File: config.mk
export PLATFORM = sky130hd
export DESIGN_NAME = traffic_light_ctrl
export DESIGN_NICKNAME = d
export VERILOG_FILES = /design/src/rtl/traffic_light_ctrl.sv
export SDC_FILE = /design/constraint.sdc
export NUM_CORES = 1
export LEC_CHECK = 0
export CORE_MARGIN = 10
export CORE_UTILIZATION = 50
export CTS_BUF_LIST = sky130_fd_sc_hd__clkbuf_4
export DETAILED_ROUTE_END_ITERATION = 7
export HOLD_SLACK_MARGIN = 0.12
export PLACE_DENSITY_LB_ADDON = 0.08
export SYNTH_ARGS = -nofsm -noshare
export SYNTH_HDL_FRONTEND = slang
export SYNTH_SLANG_ARGS = --single-unit
File: constraint.sdc
create_clock -name clk -period 3 [get_ports clk]
set_input_delay 0.6 -clock clk [delete_from_list [all_inputs] [get_ports clk]]
set_output_delay 0.6 -clock clk [all_outputs]
set_load 0.02 [all_outputs]
File: src/rtl/traffic_light_ctrl.sv
// Multi-direction traffic light controller: GREEN -> YELLOW -> ALLRED rotation per approach,
// tick-based phase timing, pedestrian green truncation and a flashing-yellow maintenance mode.
module traffic_light_ctrl #(
   parameter int NUM_DIR   = 2,
   parameter int TW        = 8,
   parameter int TICK_DIV  = 50000000,
   parameter int MIN_GREEN = 2,
   parameter int Y_LEVEL   = 100
) (
   input  logic                   clk,
   input  logic                   rst_n,
   input  logic [TW-1:0]          g_time,
   input  logic [TW-1:0]          y_time,
   input  logic [TW-1:0]          ar_time,
   input  logic                   flash_mode,
   input  logic [NUM_DIR-1:0]     ped_req,
   output logic [NUM_DIR*8-1:0]   lamp_r,
   output logic [NUM_DIR*8-1:0]   lamp_g,
   output logic [NUM_DIR*8-1:0]   lamp_b,
   output logic [TW-1:0]          cnt_out,
   output logic [1:0]             phase,
   output logic [1:0]             dir
);

   typedef enum logic [1:0] {
      PH_GREEN  = 2'd0,
      PH_YELLOW = 2'd1,
      PH_ALLRED = 2'd2,
      PH_FLASH  = 2'd3
   } phase_t;

   localparam int             PW        = (TICK_DIV > 1) ? $clog2(TICK_DIV) : 1;
   localparam logic [PW-1:0]  PRESC_MAX = PW'(TICK_DIV - 1);
   localparam logic [TW-1:0]  MIN_G     = TW'(MIN_GREEN);
   localparam logic [TW-1:0]  ONE       = TW'(1);
   localparam logic [1:0]     LAST_DIR  = 2'(NUM_DIR - 1);
   localparam logic [7:0]     YL        = 8'(Y_LEVEL);

   logic [PW-1:0]         presc_q, presc_d;
   logic                  tick;
   phase_t                phase_q, phase_d;
   logic [1:0]            dir_q, dir_d;
   logic [TW-1:0]         remain_q, remain_d, eff_remain;
   logic                  blink_q, blink_d;
   logic [NUM_DIR-1:0]    ped_hit;
   logic                  ped_act;
   logic [NUM_DIR*8-1:0]  lamp_r_q, lamp_g_q, lamp_b_q;
   logic [NUM_DIR*8-1:0]  lamp_r_d, lamp_g_d, lamp_b_d;

   // A zero duration still has to last one tick so the sequence never stalls.
   function automatic logic [TW-1:0] dur_load(input logic [TW-1:0] t);
      return (t == '0) ? ONE : t;
   endfunction

   assign tick    = (presc_q == PRESC_MAX);
   assign presc_d = tick ? '0 : presc_q + PW'(1);

   genvar gi;
   generate
      for (gi = 0; gi < NUM_DIR; gi++) begin : g_ped
         assign ped_hit[gi] = ped_req[gi] && (dir_q == 2'(gi));
      end
   endgenerate
   assign ped_act = |ped_hit;

   always_comb begin
      phase_d    = phase_q;
      dir_d      = dir_q;
      remain_d   = remain_q;
      blink_d    = blink_q;
      eff_remain = remain_q;
      if (flash_mode) begin
         phase_d  = PH_FLASH;
         dir_d    = 2'd0;
         remain_d = '0;
         if (phase_q != PH_FLASH) blink_d = 1'b0;
         else if (tick)           blink_d = ~blink_q;
      end else if (phase_q == PH_FLASH) begin
         phase_d  = PH_ALLRED;
         dir_d    = LAST_DIR;
         remain_d = dur_load(ar_time);
         blink_d  = 1'b0;
      end else begin
         // Truncation happens first so a coincident tick counts down from MIN_GREEN.
         if (phase_q == PH_GREEN && ped_act && remain_q > MIN_G) eff_remain = MIN_G;
         remain_d = eff_remain;
         if (tick) begin
            if (eff_remain == ONE) begin
               case (phase_q)
                  PH_GREEN: begin
                     phase_d  = PH_YELLOW;
                     remain_d = dur_load(y_time);
                  end
                  PH_YELLOW: begin
                     phase_d  = PH_ALLRED;
                     remain_d = dur_load(ar_time);
                  end
                  default: begin
                     phase_d  = PH_GREEN;
                     dir_d    = (dir_q == LAST_DIR) ? 2'd0 : dir_q + 2'd1;
                     remain_d = dur_load(g_time);
                  end
               endcase
            end else begin
               remain_d = eff_remain - ONE;
            end
         end
      end
   end

   // Lamp colours are derived from the next state so they change on the same edge as phase.
   generate
      for (gi = 0; gi < NUM_DIR; gi++) begin : g_lamp
         logic [7:0] r_v, g_v;
         always_comb begin
            r_v = 8'hFF;
            g_v = 8'h00;
            case (phase_d)
               PH_GREEN: if (dir_d == 2'(gi)) begin
                  r_v = 8'h00;
                  g_v = 8'hFF;
               end
               PH_YELLOW: if (dir_d == 2'(gi)) begin
                  r_v = YL;
                  g_v = YL;
               end
               PH_FLASH: begin
                  r_v = blink_d ? YL : 8'h00;
                  g_v = blink_d ? YL : 8'h00;
               end
               default: ;
            endcase
         end
         assign lamp_r_d[8*gi +: 8] = r_v;
         assign lamp_g_d[8*gi +: 8] = g_v;
         assign lamp_b_d[8*gi +: 8] = 8'h00;
      end
   endgenerate

   always_ff @(posedge clk) begin
      if (!rst_n) begin
         presc_q  <= '0;
         phase_q  <= PH_ALLRED;
         dir_q    <= LAST_DIR;
         remain_q <= ONE;
         blink_q  <= 1'b0;
         lamp_r_q <= {NUM_DIR{8'hFF}};
         lamp_g_q <= '0;
         lamp_b_q <= '0;
      end else begin
         presc_q  <= presc_d;
         phase_q  <= phase_d;
         dir_q    <= dir_d;
         remain_q <= remain_d;
         blink_q  <= blink_d;
         lamp_r_q <= lamp_r_d;
         lamp_g_q <= lamp_g_d;
         lamp_b_q <= lamp_b_d;
      end
   end

   assign lamp_r  = lamp_r_q;
   assign lamp_g  = lamp_g_q;
   assign lamp_b  = lamp_b_q;
   assign cnt_out = remain_q;
   assign phase   = phase_q;
   assign dir     = dir_q;

endmodule

== Word-level counts from Yosys, hierarchy flattened ==
Cells that the tools add are included.
Storage, ports and cells
  bits in registers: 71
  bits in latches: 0
  RAM bits: 0
  ROM bits: 0
  input port bits: 29
  output and inout bits: 60
  logic and storage cells: 77
  memories kept: 0
Cells by class
  add/subtract/negate cells: 3
  $mul: 0
  div/mod/pow operators: 0
  $lt $le $gt $ge: 1
  equality and inequality tests: 9
  shifts and indexed selects: 0
  muxes and demuxes: 39
  bitwise operators: 2
  reductions and logical operators: 15
Operators with widths (count)
  $mux W8: 15
  $pmux W8 S3: 4
  $add A26 B1 Y26 const B: 1
  $eq A26 B26 Y1 const B: 1
  $logic_not A8 Y1: 3
  $mux W7: 3
  $mux W2: 10
  $pmux W8 S2: 1
  $eq A2 B1 Y1 const B: 4
  $eq A8 B1 Y1 const B: 1
  $gt A8 B2 Y1 const B: 1
  $logic_not A2 Y1: 4
  $reduce_or A2 Y1: 4
  $sub A8 B1 Y8 const B: 1
  $mux W1: 5
  $eq A2 B2 Y1 const B: 2
  $logic_and A1 B1 Y1: 4
  $pmux W2 S2: 1
  $add A2 B1 Y2 const B: 1
  $ne A2 B2 Y1 const B: 1
  $not A1 Y1: 2

== Logic depth before layout (Yosys ltp) ==
  depth after elaboration: 16
  gate-level depth with buffers: 13
  depth with buffers taken out: 11

== Worst setup path before layout ==
No wires, ideal clock.
  path type: reg-to-reg
  start: register dir_q[0] (netlist: dir[0])
  end: register lamp_g_q[7] (netlist: lamp_g[7])
  arrival time: 2.666 ns
  required time: 2.862 ns
  path slack: 0.197 ns
  stages on the path, launching flop included: 13
  path buffers: 2
  period minus slack after synthesis: 2.803 ns
  cell sequence: dfxtp_1 clkbuf_1 mux2i_1 nor2_1 o21ai_0 nand2_1 inv_1 ha_1 clkbuf_1 inv_1 nor4_4 mux2i_1 nor4b_2
On the way
  cells in the longest elaborated chain, start to end: 16
  elaborated cells on any way between the ends: 28
  those cells by class: add/sub (1); eq/ne (4); mux (15); reduce/logical (8)
Ends and longest elaborated chain
  from (decl): RTL line 42  | logic [1:0] dir_q, dir_d;
  from (signal assigned): RTL line 153  | dir_q <= dir_d;
  $eq A2 B1 Y1 / $logic_not A2 Y1 (equally long branches): RTL line 61, 100
  $logic_and A1 B1 Y1: RTL line 61  | assign ped_hit[gi] = ped_req[gi] && (dir_q == 2'(gi));
  $reduce_or A2 Y1: RTL line 64  | assign ped_act = |ped_hit;
  $logic_and A1 B1 Y1 (2 in series): RTL line 85  | if (phase_q == PH_GREEN && ped_act && remain_q > MIN_G) eff_remain = MIN_G;
  $mux W8: RTL line 85
  $mux W8: RTL line 78  | end else if (phase_q == PH_FLASH) begin
  $mux W8: RTL line 72  | if (flash_mode) begin
  $eq A8 B1 Y1: RTL line 88  | if (eff_remain == ONE) begin
  $mux W2: RTL line 88
  $mux W2: RTL line 87  | if (tick) begin
  $mux W2: RTL line 78
  $mux W2: RTL line 72
  $logic_not A2 Y1: RTL line 119  | PH_GREEN: if (dir_d == 2'(gi)) begin
  $mux W8: RTL line 119
  $pmux W8 S3 *: RTL line 118  | case (phase_d)
  to (signal assigned): RTL line 157  | lamp_g_q <= lamp_g_d;
  to (decl): RTL line 47  | logic [NUM_DIR*8-1:0] lamp_r_q, lamp_g_q, lamp_b_q;
Every way passes the cells marked *; elsewhere a longest branch is shown, timed or not. The select of a mux whose other input is x is not followed.
A chain may end at the register's enable or synchronous reset.

== Worst setup path after layout ==
  start: register remain_q[4] (netlist: cnt_out[4])
  end: register lamp_g_q[7] (netlist: lamp_g[7])
On the way
  cells in the longest elaborated chain, start to end: 13
  elaborated cells on any way between the ends: 20
  those cells by class: order compare (1); eq/ne (3); mux (13); reduce/logical (3)
Ends and longest elaborated chain
  from (decl): RTL line 43  | logic [TW-1:0] remain_q, remain_d, eff_remain;
  from (signal assigned): RTL line 154  | remain_q <= remain_d;
  $gt A8 B2 Y1: RTL line 85
  $logic_and A1 B1 Y1: RTL line 85
  $mux W8 *: RTL line 85
  $mux W8 *: RTL line 78
  $mux W8 *: RTL line 72
  $eq A8 B1 Y1 *: RTL line 88
  $mux W2: RTL line 88
  $mux W2: RTL line 87
  $mux W2: RTL line 78
  $mux W2: RTL line 72
  $logic_not A2 Y1: RTL line 119
  $mux W8: RTL line 119
  $pmux W8 S3 *: RTL line 118
Marks and branches as above.

==> impl_metrics.py <==
metrics = {
    "status": {
        "status": "complete, no violations",
    },
    "route": {
        "drc": 0,
        "drt_first_pass_iters": 4,
        "ant_nets": 0,
        "met1_length_microns": 3840,
        "routed_wl_microns": 8570,
        "wire_per_inst_microns": 16.1,
        "wl_met3_microns": 953,
        "routed-via-count": 3074,
        "drt-vias-per-instance": 5.77,
        "highest_layer": "met4",
        "drt_iter0_drc": 173,
        "dr_wl_met2_microns": 3680,
    },
    "cells_and_area": {
        "final_util_pct": 64.5,
        "fill_cells": 549,
        "antennaDiodeCount": 0,
        "syn_to_final_growth_pct": 22.7,
        "drive_above_1_share_pct": 8.52,
        "nNetsFinal": 489,
    },
    "clock_tree": {
        "cts_setup_buffers": 0,
        "cts_buffers": 5,
        "cts_buffer_depth": 2,
        "htree_levels": 2,
        "holdBufCountCts": 0,
        "cts_root_buffer": "clkbuf_4",
        "clk_latency_ps": 370,
        "clkSinkCount": 47,
        "cts_resized": 0,
        "cts_tree": "yes",
        "clk_pin_slew_worst_paths_ps": 140,
    },
    "timing": {
        "fmax_mhz": 369,
        "finalCritPeriodShare_pct": 90.4,
        "slew_violations": 0,
        "finClkSkew_ps": 6.87,
        "setup_ws_ps": 289,
        "worst_hold_slack_ps": 476,
        "tightest_slew_ps": 710,
        "tns_ps": 0,
        "final_hold_viol_count": 0,
        "rsz0062_at_grt": "no",
        "period_needed_ps": 2710,
        "setup_violations": 0,
        "maxSlewHeadroom_pct": 51.5,
    },
    "worst_setup_path": {
        "cpMaxStageDelayCell": "dfxtp_1",
        "start_kind": "flip-flop",
        "max_stage_delay_ps": 410,
        "worstRegToRegCells": 10,
        "arrival_ps": 3010,
        "ff2ff_setup_slack_ps": 290,
        "required_ps": 3290,
        "path_buf_inv": 2,
        "reg2reg_from": "cnt_out[4]",
        "crit_path_end_kind": "flip-flop",
        "path_cells": "nor4_1, nand2_1, o21ai_0, nand2_1, inv_1, ha_1, inv_1, nor4_4, a2111o_1, nor4b_2",
        "r2r_end": "lamp_g[7]",
        "criticalPathCategory": "flip-flop to flip-flop",
        "critPathMaxFanout": 7,
        "cp_top_family": "simple AND/OR/NAND/NOR gates",
    },
    "synthesis": {
        "synthFlopType": "dfxtp_1",
        "synth_warnings": 0,
        "netlist_area_sq_mm": 0.00317,
        "yosysSeqAreaShare_pct": 29.7,
        "syn_inst": 403,
        "syn_avg_cell_area_sq_um": 7.86,
        "ys_ff_latch": 47,
        "async_reset_ff_share_pct": 0,
        "post_synth_num_cell_types": 57,
        "synth_edf_count": 0,
    },
    "power": {
        "p_sw_mw": 0.388,
        "p_leak_nw": 1.40,
        "comb_power_share_pct": 21.1,
        "clockPowerShare_pct": 29.8,
        "vdd_drop_max_mv": 0.219,
        "internal_power_mw": 0.937,
        "seqPwrFrac_pct": 49.1,
        "power.share.switching_pct": 29.3,
        "power_density_mw_per_mm2": 341,
    },
    "run": {
        "cap_viol_max_count": 0,
    },
    "placed_design": {
        "dpl.hpwl_microns": 6610,
        "pre_cts_slack_ps": 132,
        "io_buffers": 72,
        "gp_congestion": 0.941,
    },
    "floorplan": {
        "die_area_sq_mm": 0.00992,
        "dieWidth_microns": 99.6,
        "die_y_microns": 99.6,
        "fp-row-count": 28,
        "core_sq_mm": 0.00603,
        "pin_count": 89,
        "start_util_pct": 52.6,
    },
    "min_path": {
        "whs_endpoint": "presc_q[0]",
        "hp-start": "presc_q[0]",
        "hold_class": "flip-flop to flip-flop",
        "min_path_cells": 1,
    },
    "global_route": {
        "antenna_found_initial": 0,
        "grt_usage_pct": 16.6,
        "overflow": 0,
        "grt_pass1_wl_microns": 14100,
        "grt_max_degree": 36,
        "grt_pass1_vias": 2884,
    },
}
==> through the flow <==
| stage | instance area, sq um | cells | power, mW |
|---|---|---|---|
| final | 3890 | 533 | 1.33 |
| after CTS | 3890 | 533 | 1.33 |
| after global routing | 3890 | 533 | 1.38 |
| after detailed placement | 3810 | 525 | 0.940 |
| after global placement | 3810 | 525 | 0.940 |
| after floorplan | 3220 | 418 | 0.842 |
==> sequential cells by signal, summed over array words and instances (netlist names) <==
register	flops
dir	2
lamp_r	4
lamp_g	4
phase	2
presc_q	26
blink_q	1
cnt_out	8
==> synth_stat cells (all sizes together) (4+ instances only) <==
cell type / n / area share [%]
o22ai: 4 / 0.79
xnor2: 18 / 5.0
buf: 43 / 10
o211ai: 5 / 1.2
nand2: 38 / 4.5
a21oi: 16 / 2.5
nand4: 13 / 2.6
nor3: 16 / 2.5
and3: 4 / 0.79
xor2: 5 / 1.4
and2: 5 / 0.99
nand2b: 4 / 0.79
dfxtp: 47 / 30
nand3: 15 / 2.4
a22o: 5 / 1.4
o31ai: 6 / 1.4
mux2: 4 / 1.4
nor2: 40 / 4.7
inv: 9 / 1.1
nor2b: 4 / 0.79
mux2i: 10 / 3.2
o21ai: 11 / 1.7
nor4: 18 / 4.6
clkbuf: 16 / 1.9
==> power by group through the flow <==
stage / Combinational (mW) / Sequential [mW] / Clock, mW
after floorplan: 0.171 / 0.671 / 0
after global placement: 0.276 / 0.664 / 0
after detailed placement: 0.276 / 0.664 / 0
after CTS: 0.277 / 0.651 / 0.405
after global routing: 0.304 / 0.653 / 0.423
final: 0.280 / 0.651 / 0.394
==> cell usage in the layout (no fill, tap or decap), types with 5 or more instances in the layout <==
master / synthesis / layout
and2_1: 5 / 5
clkdlybuf4s50_1: 0 / 72
o21ai_0: 11 / 11
xnor2_1: 18 / 18
o211ai_1: 5 / 5
nand2_1: 38 / 38
a22o_1: 5 / 5
conb_1: 1 / 16
nand3_1: 15 / 15
xor2_1: 5 / 5
inv_1: 9 / 9
mux2i_1: 10 / 10
nor4_1: 14 / 14
dfxtp_1: 47 / 47
nor2_1: 40 / 40
buf_4: 40 / 19
a21oi_1: 16 / 16
nand4_1: 13 / 13
clkbuf_4: 0 / 5
nor3_1: 16 / 16
o31ai_1: 6 / 6
==> per-layer routing <==
metal / global-route usage (%) / vias up
met5: 0 / -
met4: 4.85 / 0
met2: 25.2 / 133
li1: - / 1526
met3: 6.44 / 11
met1: 21.2 / 1404
==> kinds of logic after synthesis <==
| kind of cell | after synthesis | synth area share, % |
|---|---|---|
| multiplexers | 14 | 4.58 |
| AO/OA/AOI/OAI | 74 | 16.4 |
| AND/OR/NAND/NOR | 173 | 28.7 |
| buffers and inverters | 68 | 12.9 |
| XOR/XNOR | 23 | 6.36 |
| other | 1 | 0.118 |
| flip-flops | 47 | 29.7 |
| adder cells (fa/ha/maj) | 3 | 1.18 |
==> how the worst max path moves through the flow <==
stage	slack, ps	endpoint	start	cells after the start
3_3_place_gp	210	lamp_g[7]	ped_req[1]	11
3_5_place_dp	130	lamp_g[7]	ped_req[1]	11
6_report	290	lamp_g[7]	cnt_out[4]	10
4_1_cts	300	lamp_g[7]	cnt_out[4]	10
2_1_floorplan	200	lamp_g[7]	dir[0]	12
5_1_grt	60	lamp_g[7]	cnt_out[4]	10
==> layout make-up <==
cell class / count / area, sq um / share of cell area (%)
clock inverter: 3 / 42.5 / 1.09
tap: 75 / 93.8 / 2.41
sequential: 47 / 941 / 24.2
inverter: 9 / 33.8 / 0.869
timing repair buffer: 91 / 863 / 22.2
multi-input combinational: 303 / 1870 / 48.2
clock buffer: 5 / 37.5 / 0.966
(Power assumes the default switching activity.)
